===== src/rtl/token_loader.sv =====
// Token loader: streams one token into the matcher input RAM, appends a 0 terminator,
// pulses cs and holds the buffer until match_done. Optional tok_len output: TOKEN_LOADER_LEN_EN.
//   state | meaning
//   IDLE  | waiting for first beat of a token
//   LOAD  | accepting payload bytes
//   TERM  | writing the 0 terminator
//   START | one-cycle cs pulse to the matcher
//   WAIT  | buffer held until match_done
//   DRAIN | discarding the rest of a failed token
module token_loader #(
  parameter int ADDR_WIDTH = 4,
  parameter int DATA_WIDTH = 8
) (
  input  logic                  clk,
  input  logic                  rst_n,
  input  logic                  s_valid,
  output logic                  s_ready,
  input  logic [DATA_WIDTH-1:0] s_data,
  input  logic                  s_last,
  input  logic [ADDR_WIDTH-1:0] input_start_addr,
  input  logic [ADDR_WIDTH-1:0] rd_addr,
  output logic [DATA_WIDTH-1:0] rd_data,
  output logic                  cs,
  input  logic                  match_done,
  output logic                  busy,
  output logic                  err
`ifdef TOKEN_LOADER_LEN_EN
  ,
  output logic [ADDR_WIDTH-1:0] tok_len
`endif
);

  typedef enum logic [2:0] {
    IDLE  = 3'd0,
    LOAD  = 3'd1,
    TERM  = 3'd2,
    START = 3'd3,
    WAIT  = 3'd4,
    DRAIN = 3'd5
  } state_t;

  localparam logic [ADDR_WIDTH-1:0] ADDR_MAX = '1;

  state_t                  state, state_nx;
  logic [ADDR_WIDTH-1:0]   wptr, wptr_nx;
  logic [ADDR_WIDTH-1:0]   base, base_nx;
  logic                    err_nx;
  logic                    we;
  logic [ADDR_WIDTH-1:0]   waddr;
  logic [DATA_WIDTH-1:0]   wdata;
  logic                    ready_st;
  logic                    accept;

  logic [DATA_WIDTH-1:0]   mem [2**ADDR_WIDTH];

  assign ready_st = (state == IDLE) || (state == LOAD) || (state == DRAIN);
  // Held low during reset even though the state register already reads IDLE.
  assign s_ready  = ready_st & rst_n;
  assign accept   = s_valid & s_ready;
  assign busy     = (state != IDLE);
  assign rd_data  = mem[rd_addr];

  always_ff @(posedge clk or negedge rst_n) begin
    if (!rst_n) begin
      state <= IDLE;
      wptr  <= '0;
      base  <= '0;
      err   <= 1'b0;
    end else begin
      state <= state_nx;
      wptr  <= wptr_nx;
      base  <= base_nx;
      err   <= err_nx;
    end
  end

  always_comb begin
    state_nx = state;
    wptr_nx  = wptr;
    base_nx  = base;
    err_nx   = err;
    we       = 1'b0;
    waddr    = wptr;
    wdata    = s_data;
    cs       = 1'b0;
    case (state)
      IDLE: begin
        if (accept) begin
          if (s_data == '0) begin
            err_nx   = 1'b1;
            state_nx = s_last ? IDLE : DRAIN;
          end else begin
            we      = 1'b1;
            waddr   = input_start_addr;
            base_nx = input_start_addr;
            err_nx  = 1'b0;
            // A byte in the top slot leaves no room for the terminator.
            if (input_start_addr == ADDR_MAX) begin
              wptr_nx  = input_start_addr;
              err_nx   = 1'b1;
              state_nx = s_last ? IDLE : DRAIN;
            end else begin
              wptr_nx  = input_start_addr + 1'b1;
              state_nx = s_last ? TERM : LOAD;
            end
          end
        end
      end
      LOAD: begin
        if (accept) begin
          if ((s_data == '0) || (wptr == ADDR_MAX)) begin
            err_nx   = 1'b1;
            state_nx = s_last ? IDLE : DRAIN;
          end else begin
            we       = 1'b1;
            wptr_nx  = wptr + 1'b1;
            state_nx = s_last ? TERM : LOAD;
          end
        end
      end
      TERM: begin
        we       = 1'b1;
        wdata    = '0;
        state_nx = START;
      end
      START: begin
        cs       = 1'b1;
        state_nx = WAIT;
      end
      WAIT: begin
        if (match_done) state_nx = IDLE;
      end
      DRAIN: begin
        if (accept && s_last) state_nx = IDLE;
      end
      default: state_nx = IDLE;
    endcase
  end

  always_ff @(posedge clk) begin
    if (we) mem[waddr] <= wdata;
  end

`ifdef TOKEN_LOADER_LEN_EN
  always_ff @(posedge clk or negedge rst_n) begin
    if (!rst_n)             tok_len <= '0;
    else if (state == TERM) tok_len <= wptr - base;
  end
`endif

endmodule


===== config.mk =====
export PLATFORM = sky130hd
export DESIGN_NAME = token_loader
export DESIGN_NICKNAME = d
export VERILOG_FILES = /design/src/rtl/token_loader.sv
export SDC_FILE = /design/constraint.sdc
export NUM_CORES = 1
export LEC_CHECK = 0
export ABC_CLOCK_PERIOD_IN_PS = 5250
export CAP_MARGIN = 20
export CORE_MARGIN = 5
export CORE_UTILIZATION = 35
export CTS_BUF_LIST = sky130_fd_sc_hd__clkbuf_16
export DETAILED_ROUTE_END_ITERATION = 16
export PLACE_DENSITY = 0.62
export SETUP_SLACK_MARGIN = 0.4
export SKIP_LAST_GASP = 1
export SLEW_MARGIN = 20
export SYNTH_ARGS = -nofsm -noshare
export SYNTH_HDL_FRONTEND = slang
export SYNTH_SLANG_ARGS = --single-unit

===== constraint.sdc =====
create_clock -name clk -period 5.25 [get_ports clk]
set_input_delay 1.3125 -clock clk [delete_from_list [all_inputs] [get_ports clk]]
set_output_delay 1.3125 -clock clk [all_outputs]
set_load 0.01 [all_outputs]

==> results of run 1 <==
-- cells in the final DEF (no fill, tap or decap), types with 3 or more instances in the layout --
cell type / n
sky130_fd_sc_hd__clkinv_1: 6
sky130_fd_sc_hd__a21oi_1: 24
sky130_fd_sc_hd__a211oi_1: 3
sky130_fd_sc_hd__bufinv_16: 3
sky130_fd_sc_hd__mux2i_1: 5
sky130_fd_sc_hd__o21ai_0: 5
sky130_fd_sc_hd__o2111ai_1: 4
sky130_fd_sc_hd__inv_1: 6
sky130_fd_sc_hd__nor2b_1: 10
sky130_fd_sc_hd__nand3b_1: 3
sky130_fd_sc_hd__buf_12: 3
sky130_fd_sc_hd__clkdlybuf4s50_1: 31
sky130_fd_sc_hd__nand3_1: 3
sky130_fd_sc_hd__nand2_1: 12
sky130_fd_sc_hd__mux4_2: 40
sky130_fd_sc_hd__nor2_1: 7
sky130_fd_sc_hd__clkbuf_16: 17
sky130_fd_sc_hd__buf_4: 20
sky130_fd_sc_hd__nor2b_2: 3
sky130_fd_sc_hd__nor3b_1: 3
sky130_fd_sc_hd__dfrtp_1: 8
sky130_fd_sc_hd__edfxtp_1: 128
-- final timing paths --
path | start | slack, ns | to | depth (start not counted)
max | rd_addr[1] | 0.53 | rd_data[7] | 5
min | err | 0.56 | err | 1
max reg2reg | state[1] | 2.74 | mem[10][2] | 5
min reg2reg | err | 0.56 | err | 1
max in group asynchronous | rst_n | 3.89 | state[1] | 2
min in group asynchronous | rst_n | 1.20 | state[2] | 2
-- registers in the layout, indices dropped and copies added, names as in the netlist --
| register | flops |
|---|---|
| state | 3 |
| mem | 128 |
| err | 1 |
| wptr | 4 |
-- routing by layer --
metal,up-vias,share of wire (%)
met5,-,0
met4,0,2.0
met3,16,7.3
met2,107,50
met1,1544,41
li1,1389,-
-- area by class of cell --
class | instances | area (sq um)
Multi-Input combinational cell | 149 | 1620
Tap cell | 216 | 270.3
Fill cell | 1410 | 8960
Timing Repair Buffer | 55 | 525.5
Sequential cell | 136 | 4044
Clock buffer | 17 | 425.4
Clock inverter | 15 | 143.9
Inverter | 3 | 11.26
-- where the power goes --
part / internal, mW / leakage, nW / total [mW] / switching (mW)
registers: 1.33 / 1.25 / 1.40 / 0.0731
logic: 0.233 / 0.779 / 0.525 / 0.293
clock network: 0.729 / 0.281 / 1.14 / 0.410
total: 2.29 / 2.31 / 3.07 / 0.775
-- kinds of logic after synthesis --
kind of cell | Yosys count | synth area share [%]
buffers and inverters | 19 | 1.739
and+or+nand+nor | 52 | 5.456
xor gates and xnor gates | 1 | 0.1522
adders and majority gates | 2 | 0.4346
DFF | 136 | 70.25
muxes | 47 | 16.91
AOI/OAI and AO/OA | 47 | 5.064
==> implementation parameters, run 1 <==
Parameter                              Value

Setup path
  Maximum fanout along the worst path ... 32
  Critical path buffers and inverters ... 3
  Launching element type of the critical path ... input port
  Required time of the critical path ... 3.94 ns
  Slowest stage cell on the critical path ... sky130_fd_sc_hd__clkdlybuf4s50_1
  Peak per-stage delay on the critical path ... 0.51 ns
  Worst Path Class, Setup ... input port to output pin
  Critical Path AT ... 3.41 ns
  Critical Path Sink Type ... output pin
  Crit-path leading delay family ... buffers and inverters
  Cell-by-cell trace of the critical path ... clkdlybuf4s50_1, buf_12, mux4_2, mux4_2, clkdlybuf4s50_1

Layout
  Post-layout instance count excluding filler cells ... 591
  Area delta synth->final ... 22.30%
  Share of final-layout standard cells stronger than drive strength 1 ... 25.33%
  Final instance area ... 0.007041 sq mm
  Final Net Count ... 385
  Diodes inserted ... 0
  Post-Route Utilization ... 44.00%

Timing
  Worst-case headroom to the max-slew limit ... 33.94%
  Layout Skew ... 0.01088 ns
  Setup_tns ... 0 ns
  Final worst-path cycle share ... 89.97%
  Final hold slack ... 0.5571 ns
  Final setup violation count ... 0
  Worst Tran Pin Value ... 0.9889 ns
  Number of hold violations in the final report ... 0
  F_max ... 211.7 MHz
  Time the worst path needs with I/O delays and setup ... 4.723 ns
  Final critical-path setup slack ... 0.5268 ns
  Number of slew-limit violations in the final report ... 0
  Setup repair after global routing missed its margin ... false

Flow run
  Max cap viols ... 0

Synth
  Gate Count Post-Synth ... 304
  Sequential-to-total area share from yosys stat ... 70.25%
  Proportion of netlist area held by the largest area contributor ... 66.77%
  Cell types with the highest counts after synthesis ... sky130_fd_sc_hd__edfxtp_1 (128), sky130_fd_sc_hd__mux4_2 (40), sky130_fd_sc_hd__a21oi_1 (24)
  Count of flip-flops with a built-in enable after synthesis ... 128
  Post-synth cell types ... 42
  Cell with the most instances after synthesis ... sky130_fd_sc_hd__edfxtp_1
  Main flop type after synthesis ... sky130_fd_sc_hd__edfxtp_1
  Main area contributors after synthesis ... sky130_fd_sc_hd__edfxtp_1 (67%), sky130_fd_sc_hd__mux4_2 (16%), sky130_fd_sc_hd__dfrtp_1 (3.5%)
  Synth warn ... 0
  Largest area contributor in the synthesized netlist ... sky130_fd_sc_hd__edfxtp_1
  Post-Syn Nets ... 327
  #FFs+latches synth ... 136
  Share of synthesized registers carrying an async set or reset ... 5.882%
  Avg Synthesized Cell Area ... 18.94 sq um
  Synthesized cell area ... 0.005757 sq mm

GRT
  Via count of the first global-routing pass ... 3131
  Antenna violations before repair ... 0
  M2 GR Usage ... 21.51%
  Maximum number of pins on one net before global-route repair ... 33
  GRT met3 Usage ... 3.345%
  Met1 Usage GRT ... 17.58%
  Grt peak-use layer ... met2
  GR Util All Layers ... 13.48%
  Wire length of the first global-routing pass ... 19.06 mm
  Overflow after GRT ... 0

Clock network
  Post-cts sizing count ... 0
  Maximum clock path buffer count ... 2
  Hold-fix buffers, CTS ... 0
  Sinks on the clock net ... 136
  Total number of H-tree levels ... 4
  Cts bufs inserted ... 17
  Clock tree from TritonCTS ... yes
  Clock slew at the register clock pins of the worst setup and hold paths ... 0.06 ns
  Clock latency of the later-clocked register in the worst-skew pair ... 0.41 ns
  Clock Tree Root ... sky130_fd_sc_hd__clkbuf_16
  Buffers inserted during post-CTS setup optimization ... 0

Routing
  Total detailed-routing wirelength ... 12.46 mm
  Routed via count ... 3056
  Iteration-0 DRC count of the detailed router ... 296
  First-pass DRT Iterations ... 4
  Post-DRT Antenna Nets ... 0
  Post-detailed-route via-to-cell ratio ... 5.171
  Remaining routing DRC violations ... 0
  Routed len/inst ... 21.08 microns

Min path
  Min-Delay Path Class ... register to register

Floorplanning
  Die X-Extent ... 138.3 microns
  I/O pin count ... 33
  Chip height ... 138.3 microns
  Area enclosed by the die boundary ... 0.01911 sq mm
  Core area ... 0.01600 sq mm
  Effective utilization at floorplan ... 35.98%
  Placement Rows ... 46

Placed design
  Area post-placement ... 0.006464 sq mm
  Placed wire-length estimate ... 8.111 mm
  Dpl ws ... 0.5025 ns
  Count of port buffers added during placement ... 32
  Gp weighted congestion ... 0.7748
  Count of placed standard cells including taps ... 559

Power and ir drop
  Pwr Total ... 3.065 mW
  Power Density ... 435.4 mW/mm^2
  Leakage ... 2.312 nW
  Worst voltage drop across the vdd grid ... 0.0002337 V

Run status
  Outcome ... completed
(Power assumes the default switching activity.)
==> run 2: changes to the inputs <==
CTS_BUF_LIST = unset   (was sky130_fd_sc_hd__clkbuf_16)
SKIP_CTS_REPAIR_TIMING = 1   (was unset)
==> implementation parameters, run 2 (synthesized netlist as in run 1, its figures left out) <==
Parameter                              Value

Placed design
  Placed wire-length estimate ... 8.111 mm
  Count of port buffers added during placement ... 32
  Area post-placement ... 0.006464 sq mm
  Gp weighted congestion ... 0.7748

Timing
  Worst-case headroom to the max-slew limit ... 33.01%
  Final worst-path cycle share ... 89.96%
  Number of hold violations in the final report ... 0
  Worst Tran Pin Value ... 1.003 ns
  F_max ... 211.7 MHz
  Number of slew-limit violations in the final report ... 0
  Layout Skew ... 0.009953 ns
  Setup repair after global routing missed its margin ... false
  Time the worst path needs with I/O delays and setup ... 4.723 ns
  Setup_tns ... 0 ns
  Final setup violation count ... 0

Clock network
  Clock slew at the register clock pins of the worst setup and hold paths ... 0.06 ns
  Maximum clock path buffer count ... 2
  Cts bufs inserted ... 17
  Clock tree from TritonCTS ... yes
  Clock Tree Root ... sky130_fd_sc_hd__clkbuf_16
  Clock latency of the later-clocked register in the worst-skew pair ... 0.41 ns
  Total number of H-tree levels ... 4
  Sinks on the clock net ... 136

Setup path
  Required time of the critical path ... 3.94 ns
  Critical register-to-register path startpoint ... state[1]
  Worst Path Class, Setup ... input port to output pin
  Maximum fanout along the worst path ... 32
  Critical Path AT ... 3.41 ns
  Critical path origin ... rd_addr[1]
  Cell-by-cell trace of the critical path ... clkdlybuf4s50_1, buf_12, mux4_2, mux4_2, clkdlybuf4s50_1
  Peak per-stage delay on the critical path ... 0.51 ns
  Slowest stage cell on the critical path ... sky130_fd_sc_hd__clkdlybuf4s50_1
  Launching element type of the critical path ... input port
  Critical Path Sink Type ... output pin

GRT
  Maximum number of pins on one net before global-route repair ... 33
  GR Util All Layers ... 13.48%
  Overflow after GRT ... 0
  Wire length of the first global-routing pass ... 19.06 mm
  Via count of the first global-routing pass ... 3131
  Antenna violations before repair ... 0

Routing
  Post-DRT Antenna Nets ... 0
  Remaining routing DRC violations ... 0
  First-pass DRT Iterations ... 5
  Post-detailed-route via-to-cell ratio ... 5.169
  Total detailed-routing wirelength ... 12.50 mm
  Routed via count ... 3055
  Iteration-0 DRC count of the detailed router ... 295
  Routed len/inst ... 21.15 microns

Layout
  Final Net Count ... 385
  Final instance area ... 0.007041 sq mm
  Area delta synth->final ... 22.30%
  Top register by number of flip-flops ... mem
  Most frequent cells in the layout ... sky130_fd_sc_hd__edfxtp_1 (128), sky130_fd_sc_hd__mux4_2 (40), sky130_fd_sc_hd__clkdlybuf4s50_1 (31), sky130_fd_sc_hd__a21oi_1 (24), sky130_fd_sc_hd__buf_4 (20)
  Diodes inserted ... 0
  Top flop regs ... mem: 128 flops, wptr: 4 flops, state: 3 flops
  Most frequent standard cell in the layout excluding fill and tap cells ... sky130_fd_sc_hd__edfxtp_1
  Share of final-layout standard cells stronger than drive strength 1 ... 25.33%
  Number of flip-flops in the largest register ... 128

Floorplanning
  Placement Rows ... 46
  Die X-Extent ... 138.3 microns
  Area enclosed by the die boundary ... 0.01911 sq mm
  Effective utilization at floorplan ... 35.98%
  I/O pin count ... 33
  Chip height ... 138.3 microns
  Core area ... 0.01600 sq mm

Power and ir drop
  Combinational share of power ... 17.1%
  Portion of total power attributed to the clock network ... 37.3%
  Power Density ... 436.4 mW/mm^2
  Fraction of power consumed by sequential logic ... 45.6%
  Switching power total ... 776.2 uW
  Leakage ... 2.299 nW
  P_int ... 2.296 mW
  Switching fraction of total power ... 25.26%
  Worst voltage drop across the vdd grid ... 0.0002355 V

Run status
  Outcome ... completed

Min path
  Min-Delay Startpoint ... err
  Min-Delay Path Class ... register to register

Flow run
  Max cap viols ... 0
run 2: cell count changes in the layout (fill, tap and decap cells not counted):
cell	previous run	this run
sky130_fd_sc_hd__clkbuf_1	0	3
sky130_fd_sc_hd__inv_1	6	3
run 2: per-layer routing:
layer / vias to the layer above / wire length (microns) / global-route usage, %
met3: 11 / 785 / 3.345
met5: - / 0 / 0
met1: 1563 / 5228 / 17.58
met2: 92 / 6263 / 21.51
met4: 0 / 222 / 5.928
li1: 1389 / - / -
run 2: cell type report:
cell class,count,area (sq um)
multi-input cells,149,1620
clock inverters,12,132.6
well taps,216,270.3
fillers,1410,8960
inverters,3,11.26
flip-flops and latches,136,4044
clock buffers,20,436.7
repair buffers,55,525.5
run 2: worst max-delay path: cells and delay by family:
| kind | cells | cell delay [ns] |
|---|---|---|
| buffers and inverters | 3 | 1.24 |
| muxes | 2 | 0.84 |
run 2: path summary, 6_finish.rpt:
kind,end,slack (ns),cells past startpoint
max,rd_data[7],0.53,5
min,err,0.56,1
max reg2reg,mem[10][2],2.74,5
min reg2reg,err,0.56,1
max in group asynchronous,state[1],3.89,2
min in group asynchronous,state[2],1.20,2
run 2: power groups by stage:
stage               Combinational [mW]  Sequential, mW  Clock (mW)
floorplan                        0.365            1.38           0
global placement                 0.518            1.42           0
detailed placement               0.530            1.42           0
CTS                              0.530            1.40        1.16
global route                     0.576            1.42        1.21
finish                           0.525            1.40        1.14
run 2: through the flow:
stage | setup slack, ns | total power [mW] | std cells | util [%] | hold slack, ns
after floorplan | 1.259 | 1.746 | 304 | - | 0.5390
after global placement | 0.5013 | 1.935 | 559 | 40.40 | 0.5629
after detailed placement | 0.5025 | 1.953 | 559 | 40.40 | 0.5586
after CTS | 0.4972 | 3.092 | 591 | 43.96 | 0.5691
after global routing | 0.4286 | 3.203 | 591 | 44.00 | 0.5775
final | 0.5272 | 3.072 | 591 | 44.00 | 0.5571
